`src/rtl/seq_alu.sv`:
```
// seq_alu: registered ALU with flag file, iterative shifter/rotator and shift-add multiplier; SEQ_ALU_OVERFLOW_FLAG_EN adds fl_v.
// Latency: done at +1 for single-cycle ops, +k+1 for shift/rotate by k>0, +WIDTH+1 for MUL.
// Backpressure: busy is high while iterating and start is ignored then; a new start is taken in the done cycle.
module seq_alu #(
    parameter int WIDTH = 8,
    parameter int SHW   = $clog2(WIDTH)
) (
    input  logic             clk,
    input  logic             rst,
    input  logic             start,
    input  logic [3:0]       op,
    input  logic [WIDTH-1:0] a,
    input  logic [WIDTH-1:0] b,
    output logic [WIDTH-1:0] result,
    output logic             busy,
    output logic             done,
    output logic             fl_carry,
    output logic             fl_lt,
`ifdef SEQ_ALU_OVERFLOW_FLAG_EN
    output logic             fl_z,
    output logic             fl_v
`else
    output logic             fl_z
`endif
);

    localparam int CW = $clog2(WIDTH + 1);

    localparam logic [3:0] OP_ADD  = 4'h0;
    localparam logic [3:0] OP_ADC  = 4'h1;
    localparam logic [3:0] OP_SUB  = 4'h2;
    localparam logic [3:0] OP_SBC  = 4'h3;
    localparam logic [3:0] OP_NAND = 4'h4;
    localparam logic [3:0] OP_AND  = 4'h5;
    localparam logic [3:0] OP_OR   = 4'h6;
    localparam logic [3:0] OP_XOR  = 4'h7;
    localparam logic [3:0] OP_SHL  = 4'h8;
    localparam logic [3:0] OP_SHR  = 4'h9;
    localparam logic [3:0] OP_ROL  = 4'hA;
    localparam logic [3:0] OP_ROR  = 4'hB;
    localparam logic [3:0] OP_ASR  = 4'hC;
    localparam logic [3:0] OP_MUL  = 4'hD;

    typedef enum logic [1:0] {IDLE, SHIFT, MUL} state_t;

    state_t           state;
    logic [3:0]       op_q;
    logic [WIDTH-1:0] opa_q;
    logic [WIDTH-1:0] acc_hi;
    logic [WIDTH-1:0] acc_lo;
    logic [CW-1:0]    cnt;

    logic [SHW-1:0]   sh_amt;
    logic             is_shift;
    logic             is_nop;

    assign sh_amt   = b[SHW-1:0];
    assign is_shift = (op >= OP_SHL) && (op <= OP_ASR);
    assign is_nop   = (op == 4'hE) || (op == 4'hF);

    // Single-cycle datapath, evaluated on the accept cycle
    logic [WIDTH-1:0] b_eff;
    logic             cin;
    logic [WIDTH:0]   sum;
    logic [WIDTH-1:0] imm_res;
    logic             imm_c;

    always_comb begin
        b_eff = ((op == OP_SUB) || (op == OP_SBC)) ? ~b : b;
        case (op)
            OP_ADC, OP_SBC: cin = fl_carry;
            OP_SUB:         cin = 1'b1;
            default:        cin = 1'b0;
        endcase
        sum = {1'b0, a} + {1'b0, b_eff} + {{WIDTH{1'b0}}, cin};
    end

    always_comb begin
        imm_res = a;
        imm_c   = fl_carry;
        case (op)
            OP_ADD, OP_ADC, OP_SUB, OP_SBC: begin
                imm_res = sum[WIDTH-1:0];
                imm_c   = sum[WIDTH];
            end
            OP_NAND: begin imm_res = ~(a & b); imm_c = 1'b0; end
            OP_AND:  begin imm_res = a & b;    imm_c = 1'b0; end
            OP_OR:   begin imm_res = a | b;    imm_c = 1'b0; end
            OP_XOR:  begin imm_res = a ^ b;    imm_c = 1'b0; end
            // zero-amount shifts pass a through with carry held
            default: ;
        endcase
    end

    // One shift/rotate step on the working register
    logic [WIDTH-1:0] sh_next;
    logic             sh_out;

    always_comb begin
        sh_next = acc_lo;
        sh_out  = 1'b0;
        case (op_q)
            OP_SHL: begin sh_next = {acc_lo[WIDTH-2:0], 1'b0};             sh_out = acc_lo[WIDTH-1]; end
            OP_SHR: begin sh_next = {1'b0, acc_lo[WIDTH-1:1]};             sh_out = acc_lo[0];       end
            OP_ROL: begin sh_next = {acc_lo[WIDTH-2:0], acc_lo[WIDTH-1]};  sh_out = acc_lo[WIDTH-1]; end
            OP_ROR: begin sh_next = {acc_lo[0], acc_lo[WIDTH-1:1]};        sh_out = acc_lo[0];       end
            OP_ASR: begin sh_next = {acc_lo[WIDTH-1], acc_lo[WIDTH-1:1]};  sh_out = acc_lo[0];       end
            default: ;
        endcase
    end

    // Shift-add step: {acc_hi, acc_lo} holds partial product and remaining multiplier bits
    logic [WIDTH:0]   mul_sum;
    logic [WIDTH-1:0] mul_hi_n;
    logic [WIDTH-1:0] mul_lo_n;

    assign mul_sum  = {1'b0, acc_hi} + {1'b0, opa_q & {WIDTH{acc_lo[0]}}};
    assign mul_hi_n = mul_sum[WIDTH:1];
    assign mul_lo_n = {mul_sum[0], acc_lo[WIDTH-1:1]};

`ifdef SEQ_ALU_OVERFLOW_FLAG_EN
    logic imm_v;
    logic sh_msb_chg;
    logic v_acc;

    assign imm_v      = (op <= OP_SBC) && (a[WIDTH-1] == b_eff[WIDTH-1]) && (sum[WIDTH-1] != a[WIDTH-1]);
    assign sh_msb_chg = sh_next[WIDTH-1] != acc_lo[WIDTH-1];
`endif

    always_ff @(posedge clk) begin
        if (rst) begin
            state    <= IDLE;
            op_q     <= '0;
            opa_q    <= '0;
            acc_hi   <= '0;
            acc_lo   <= '0;
            cnt      <= '0;
            result   <= '0;
            busy     <= 1'b0;
            done     <= 1'b0;
            fl_carry <= 1'b0;
            fl_lt    <= 1'b0;
            fl_z     <= 1'b0;
`ifdef SEQ_ALU_OVERFLOW_FLAG_EN
            fl_v     <= 1'b0;
            v_acc    <= 1'b0;
`endif
        end else begin
            done <= 1'b0;
            case (state)
                IDLE: begin
                    if (start) begin
                        op_q  <= op;
                        opa_q <= a;
                        if (is_shift && (sh_amt != '0)) begin
                            state  <= SHIFT;
                            busy   <= 1'b1;
                            acc_lo <= a;
                            cnt    <= CW'(sh_amt);
`ifdef SEQ_ALU_OVERFLOW_FLAG_EN
                            v_acc  <= 1'b0;
`endif
                        end else if (op == OP_MUL) begin
                            state  <= MUL;
                            busy   <= 1'b1;
                            acc_hi <= '0;
                            acc_lo <= b;
                            cnt    <= CW'(WIDTH);
                        end else begin
                            done <= 1'b1;
                            if (!is_nop) begin
                                result   <= imm_res;
                                fl_carry <= imm_c;
                                fl_lt    <= imm_res[WIDTH-1];
                                fl_z     <= (imm_res == '0);
`ifdef SEQ_ALU_OVERFLOW_FLAG_EN
                                fl_v     <= imm_v;
`endif
                            end
                        end
                    end
                end
                SHIFT: begin
                    acc_lo <= sh_next;
                    cnt    <= cnt - CW'(1);
`ifdef SEQ_ALU_OVERFLOW_FLAG_EN
                    v_acc  <= v_acc | sh_msb_chg;
`endif
                    if (cnt == CW'(1)) begin
                        state    <= IDLE;
                        busy     <= 1'b0;
                        done     <= 1'b1;
                        result   <= sh_next;
                        fl_carry <= sh_out;
                        fl_lt    <= sh_next[WIDTH-1];
                        fl_z     <= (sh_next == '0);
`ifdef SEQ_ALU_OVERFLOW_FLAG_EN
                        fl_v     <= ((op_q == OP_SHL) || (op_q == OP_ASR)) && (v_acc || sh_msb_chg);
`endif
                    end
                end
                MUL: begin
                    acc_hi <= mul_hi_n;
                    acc_lo <= mul_lo_n;
                    cnt    <= cnt - CW'(1);
                    if (cnt == CW'(1)) begin
                        state    <= IDLE;
                        busy     <= 1'b0;
                        done     <= 1'b1;
                        result   <= mul_lo_n;
                        fl_carry <= |mul_hi_n;
                        fl_lt    <= mul_lo_n[WIDTH-1];
                        fl_z     <= (mul_lo_n == '0);
`ifdef SEQ_ALU_OVERFLOW_FLAG_EN
                        fl_v     <= 1'b0;
`endif
                    end
                end
                default: state <= IDLE;
            endcase
        end
    end

endmodule

```
`config.mk`:
```
export PLATFORM = sky130hd
export DESIGN_NAME = seq_alu
export DESIGN_NICKNAME = d
export VERILOG_FILES = /design/src/rtl/seq_alu.sv
export SDC_FILE = /design/constraint.sdc
export NUM_CORES = 1
export LEC_CHECK = 0
export CORE_MARGIN = 2
export CORE_UTILIZATION = 40
export CTS_CLUSTER_SIZE = 24
export DETAILED_ROUTE_END_ITERATION = 6
export HOLD_SLACK_MARGIN = 0.03
export PLACE_DENSITY = 0.55
export SLEW_MARGIN = 20
export SYNTH_ARGS = -nofsm -noshare
export SYNTH_HDL_FRONTEND = slang
export SYNTH_SLANG_ARGS = --single-unit
```
`constraint.sdc`:
```
create_clock -name clk -period 6 [get_ports clk]
set_input_delay 0.6 -clock clk [delete_from_list [all_inputs] [get_ports clk]]
set_output_delay 0.6 -clock clk [all_outputs]
set_load 0.005 [all_outputs]
```
After elaboration in Yosys (flattened, before gate mapping) --
Index checks and enable logic that the tools add are counted. Widths: inputs -> output; s select.
Word-level totals: register bits after elaboration 47, logic and storage cells 141, output and inout bits 13
Cells by class: bitwise operators 6, add/sub/neg operators 4, equality and inequality tests 28, $lt $le $gt $ge 2, mux-type cells 61, reduce and logical (&&, ||, !) cells 28
Operator list (count):
- $mux 8 | 13
- $pmux 8 s5 | 2
- $pmux 8 s3 | 2
- $eq 4x4->1 const B | 8
- $mux 1 | 26
- $logic_not 8->1 | 3
- $add 8x8->9 | 2
- $and 8x8->8 | 2
- $eq 4x3->1 const B | 4
- $not 8->8 | 2
- $pmux 8 s2 | 1
- $ne 2x2->1 const B | 7
- $mux 4 | 3
- $pmux 1 s2 | 5
- $add 9x1->9 | 1
- $pmux 1 s3 | 3
- $reduce_and 3->1 | 3
- $eq 4x1->1 const B | 2
- $eq 4x2->1 const B | 2
- $mux 2 | 4
- $or 8x8->8 | 1
- $pmux 4 s2 | 1
- $reduce_and 4->1 | 2
- $reduce_and 8->1 | 1
- other kinds (22) | 29

Depth between registers and ports, before layout --
Gate-level depths: netlist of the first run.
word-level depth 12, mapped depth 13

Least setup slack after synthesis of the first run --
Ideal clock, no wire load.
path kind input -> register, start point in op[1], end point reg fl_z, arrival time 4001 ps, stages on the path 13, path slack 1911 ps, data required time 5912 ps, path through buf_4 -> buf_4 -> inv_2 -> nor2_1 -> xnor2_1 -> fa_1 -> fa_1 -> a211o_1 -> and2_2 -> a211o_2 -> a32oi_1 -> or4b_1 -> o32ai_2
Between the ends: longest elaborated chain between the ends 12
RTL lines:
- from (decl) | RTL line 11 | input logic [3:0] op,
- $eq 4x2->1 | RTL line 69, 70, 81
- $logic_or 1x1->1 | RTL line 69 | b_eff = ((op == OP_SUB) || (op == OP_SBC)) ? ~b : b;
- $mux 8 | RTL line 69
- $add 8x8->9 | RTL line 75 | sum = {1'b0, a} + {1'b0, b_eff} + {{WIDTH{1'b0}}, cin};
- $add 9x1->9 | RTL line 75
- $pmux 8 s5 | RTL line 81 | case (op)
- $logic_not 8->1 | RTL line 175 | fl_z <= (imm_res == '0);
- $mux 1 | RTL line 171 | if (!is_nop) begin
- $mux 1 | RTL line 163 | end else if (op == OP_MUL) begin
- $mux 1 | RTL line 155 | if (is_shift && (sh_amt != '0)) begin
- $mux 1 | RTL line 152 | if (start) begin
- $pmux 1 s3 | RTL line 150 | case (state)
- to (signal assigned) | RTL line 175
- to (signal assigned) | RTL line 196 | fl_z <= (sh_next == '0);
- to (signal assigned) | RTL line 213 | fl_z <= (mul_lo_n == '0);
- to (decl) | RTL line 23 | output logic fl_z
Several ways; a longest one is shown, not always the timed one. The select of a mux whose other input is x is not followed. A chain may end at the register's enable or synchronous reset.

Worst setup path in the final report of the first run --
start point in op[2], end point reg fl_z
The elaborated chain is that of the path after synthesis.

==> flow_summary.ini, run 1 <==
[worst_setup_path]
required_ps = 6210
slowest_stage = clkdlybuf4s50_1
cp_slowest_stage_delay_ps = 690
crit_top_cell = fa_1
cp.arrival_ps = 4570
critPathLaunchType = primary input
path_cells = clkdlybuf4s50_1 > or2_0 > nor2_1 > buf_4 > xnor2_1 > fa_1 > fa_1 > a211o_1 > and2_2 > a211o_2 > a32oi_1 > or4b_1 > o32ai_2
path_max_fanout = 17
worst_setup_path_end_kind = flip-flop
worstSetupPathType = primary input to flip-flop

[hold_path]
hold_path_class = flip-flop to flip-flop

[final_layout]
drive_gt1_share_pct = 5.98
fill_cells = 1085
regArea_um2 = 921
final_net_count = 632
syn_to_final_growth_pct = 10.7
multi_input_area_um2 = 3050
num_antenna_cells = 0

[power_and_ir_drop]
leakage_nw = 1.84
p_per_area_nw_per_um2 = 183
peakVddDrop_v = 0.000103

[synthesis]
synth-edff-count = 0
synth-seq-area-share_pct = 21.4
synth_most_common_cell = nand2_1
netlist_instances = 555
synthTopCellsByArea = dfxtp_1, ha_1, a21oi_1
yosysTopAreaCell = dfxtp_1
ys.flop_type = dfxtp_1
synth_top_area_share_pct = 21.4
netlist_top_cells_count = nand2_1, a21oi_1, dfxtp_1
ys_ff_latch = 46
ys_types = 84
yosysWarnings = 0
synthesis.area_um2 = 4300
syn_nets = 618
synth-async-reset-ratio_pct = 0
avgSynthCellArea_um2 = 7.76

[clocking]
postCtsSetupBuffers = 0
cts.hold.buffers_added = 0
cts_tree = built
cts_resized = 0
clk_pin_slew_ps = 80
cts_buffers = 5
htree_levels = 2
ctsRootBufferMaster = clkbuf_8
cts.sinks = 46
worstSkewPairLatency_ps = 300
clockBufferDepth = 2

[sta]
setup_tns_ps = 0
max_slew_margin_pct = 30.2
worst_pin_slew_ps = 1040
finalMaxSlewViolations = 0
setup_slack_ps = 1640
rsz0062_at_grt = no
finalCriticalPeriod_ps = 4360
hold_viol = 0
setup_violations = 0
fmax_ghz = 0.230
fin_skew_ps = 9.28
timing.final.crit_share_pct = 72.6

[floorplan]
core_um2 = 10400
num_rows = 37
die_y_um = 108
die_area_um2 = 11600
fp.dieW_um = 108
ioPinCount = 36
start_util_pct = 41.5

[global_routing]
grt_pass1_vias = 3866
antenna_found_initial = 0
grt_pass1_wl_um = 21300
grt_max_degree = 43
grt.overflow.total = 0
track_usage_pct = 23.2

[placement]
gp_congestion = 0.923
pre_cts_ws_ps = 1360
port_buffers = 35
dpl.hpwl_um = 10200

[detailed_routing]
first_pass_iters = 5
ant_nets = 0
wl_per_cell_um = 18.5
viasPerCell = 5.93
drc_errors = 0
vias = 4180
totalWireLength_um = 13100
drt_iter0_markers = 286

[run_status]
status = completed

[flow_run]
maxCapViolCount = 0
## final cells by class
type | count | share of cell area, %
Clock buffer | 5 | 1.44
Clock inverter | 2 | 0.210
Inverter | 35 | 2.76
Multi-Input combinational cell | 438 | 64.1
Sequential cell | 46 | 19.3
Tap cell | 136 | 3.57
Timing Repair Buffer | 43 | 8.62
## per-layer routing
layer | GRT usage, % | wire length (µm) | up-vias
met4 | 5.22 | 169 | 0
met1 | 34.5 | 6480 | 1998
li1 | - | - | 2081
met5 | 0 | 0 | -
met3 | 1.82 | 480 | 12
met2 | 36.4 | 5940 | 89
## path summary, 6_finish.rpt
kind,start,end,slack (ps),cells past startpoint
hold / removal,opa_q[0],opa_q[0],450,2
setup / recovery,op[2],fl_z,1640,13
hold reg to reg,opa_q[0],opa_q[0],450,2
setup reg to reg,fl_carry,fl_z,2920,10
## cells in the final DEF (no fill, tap or decap), types with 9 or more instances in the layout
cell type / count
xnor2_1: 9
and2_1: 11
inv_1: 33
nand3_1: 16
nor2_1: 37
ha_1: 37
o21ai_0: 19
mux2i_1: 12
o211ai_1: 17
nor3_1: 10
dfxtp_1: 46
a21oi_1: 56
nand2_1: 59
clkdlybuf4s50_1: 35
a211oi_1: 11
## cell families after synthesis
family	Yosys count	share of synthesized area, %
compound gates	178	28.7
xor+xnor	11	2.24
fa+ha+maj	40	12.2
buf+inv	71	7.70
flops	46	21.4
mux	18	4.36
simple gates	191	23.4
## stage by stage
step	utilization [%]	area, µm²	hold WS [ps]	power (mW)	cells
finish	45.9	4760	455	0.874	705
global route	45.9	4760	466	0.930	705
CTS	45.9	4760	456	0.878	705
detailed placement	45.2	4680	444	0.696	698
global placement	45.2	4680	439	0.696	698
floorplan	-	4300	429	0.582	555
## worst max-delay path: cells and delay by family
family	cells	cell delay, ps
AO/OA/AOI/OAI	4	850
XOR/XNOR	1	110
adder cells (fa/ha/maj)	2	910
AND/OR/NAND/NOR	4	1210
buffers and inverters	2	890
## power breakdown
| group | switching, mW | leakage, nW | total [mW] | internal (mW) |
|---|---|---|---|---|
| Combinational | 0.196 | 1.43 | 0.336 | 0.140 |
| Sequential | 0.0274 | 0.376 | 0.357 | 0.329 |
| Clock | 0.103 | 0.0438 | 0.182 | 0.0784 |
## flip-flops by register name, summed over array words and instances (netlist names), 2 cells and up
register,count
acc_hi,8
acc_lo,8
cnt,4
op_q,4
opa_q,8
result,7
state,2
Power figures use the tool's default switching activity.
==> run 2, diff against run 1 <==
==> constraint.sdc (replaced) <==
create_clock -name clk -period 4.5 [get_ports clk]
set_input_delay 0.45 -clock clk [delete_from_list [all_inputs] [get_ports clk]]
set_output_delay 0.45 -clock clk [all_outputs]
set_load 0.005 [all_outputs]
==> flow_summary.ini, run 2 (synthesis results as in run 1) <==
[detailed_routing]
wl_per_cell_um = 18.6
drt_iter0_markers = 316
drc_errors = 0
vias = 4334
first_pass_iters = 5
ant_nets = 0
viasPerCell = 6.11
totalWireLength_um = 13200

[clocking]
htree_levels = 2
cts_buffers = 5
worstSkewPairLatency_ps = 300
clk_pin_slew_ps = 80
cts.hold.buffers_added = 0
cts.sinks = 46
cts_tree = built
ctsRootBufferMaster = clkbuf_8
postCtsSetupBuffers = 0
clockBufferDepth = 2
cts_resized = 0

[sta]
max_slew_margin_pct = 37.4
rsz0062_at_grt = no
worst_pin_slew_ps = 935
timing.final.crit_share_pct = 81.4
finalMaxSlewViolations = 0
setup_violations = 0
setup_tns_ps = 0
fin_skew_ps = 4.10
fmax_ghz = 0.273
holdWs_ps = 452
finalCriticalPeriod_ps = 3660
hold_viol = 0

[final_layout]
reg_top3 = acc_hi x8, acc_lo x8, opa_q x8
syn_to_final_growth_pct = 11.4
layout_commonest_cell = nand2_1
num_antenna_cells = 0
drive_gt1_share_pct = 6.63
fin_area_um2 = 4790
fill_cells = 1098
final_net_count = 636
final_cell_mix = nand2_1, a21oi_1, dfxtp_1, nor2_1, ha_1

[power_and_ir_drop]
power.total_mw = 1.17
leakage_nw = 1.86
peakVddDrop_v = 0.000107
p_per_area_nw_per_um2 = 244

[worst_setup_path]
required_ps = 4720
setup.worst_path.start = op[3]
worst_setup_path_end_kind = flip-flop
rr_startpoint = fl_carry
r2r_cells = 10
r2r-end = fl_z
regToRegSetupSlack_ps = 1440
cp.arrival_ps = 3880
worstSetupPathType = primary input to flip-flop
cp-endpoint = fl_z
critPathLaunchType = primary input
path_max_fanout = 4

[placement]
gp_congestion = 0.929
dpl.hpwl_um = 10400
placed_area_um2 = 4710
port_buffers = 35

[flow_run]
maxCapViolCount = 0

[global_routing]
antenna_found_initial = 0
grt.overflow.total = 0
grt_max_degree = 43
track_usage_pct = 23.3
grt_pass1_wl_um = 21200
grt_pass1_vias = 3891

[floorplan]
fp.dieW_um = 108
die_area_um2 = 11600
num_rows = 37
start_util_pct = 41.5
die_y_um = 108
core_um2 = 10400
ioPinCount = 36

[run_status]
status = completed

[hold_path]
hold_path_class = flip-flop to flip-flop
run 2: power by group:
group / internal [mW] / switching (mW)
combinational: 0.190 / 0.261
sequential: 0.439 / 0.0378
clock: 0.105 / 0.137
run 2: layout make-up:
| cell class | count | area [µm²] | share of cell area (%) |
|---|---|---|---|
| sequential | 46 | 921 | 19.2 |
| tap | 136 | 170 | 3.55 |
| inverter | 35 | 131 | 2.74 |
| clock buffer | 5 | 68.8 | 1.44 |
| clock inverter | 2 | 10.0 | 0.209 |
| multi-input combinational | 438 | 3050 | 63.7 |
| timing repair buffer | 47 | 440 | 9.19 |
run 2: metal layers:
metal | global-route usage, % | up-vias | part of all wire (%) | routed length, µm
met5 | 0 | - | 0 | 0
met4 | 4.49 | 0 | 0.67 | 88
met3 | 2.85 | 12 | 5.4 | 711
met2 | 37.1 | 151 | 47 | 6150
met1 | 33.8 | 2085 | 47 | 6200
li1 | - | 2086 | - | -
run 2: worst min path at each step:
stage                          from        end  slack, ps  cells past startpoint
after floorplan            opa_q[0]   opa_q[0]        430                      2
after global placement     opa_q[0]   opa_q[0]        440                      2
after detailed placement   opa_q[1]   opa_q[1]        450                      2
after CTS                  opa_q[1]   opa_q[1]        460                      2
after global routing      result[0]  result[0]        470                      2
final                     result[0]  result[0]        450                      2
run 2: through the flow:
step                      std cells  setup WS, ps  util, %
final                           709           836     46.2
after global routing            709           688     46.2
after CTS                       709           834     46.2
after detailed placement        702           524     45.5
after global placement          702           564     45.5
after floorplan                 555           561        -
run 2: worst max-delay path, stage by stage:
cell and delay (ps):
clkdlybuf4s50_1 410, or2_0 320, nor2_1 190, xnor2_1 110, fa_1 480, fa_1 430
a211o_1 300, and2_2 190, a211o_2 300, a32oi_1 150, or4b_1 470, o32ai_2 100
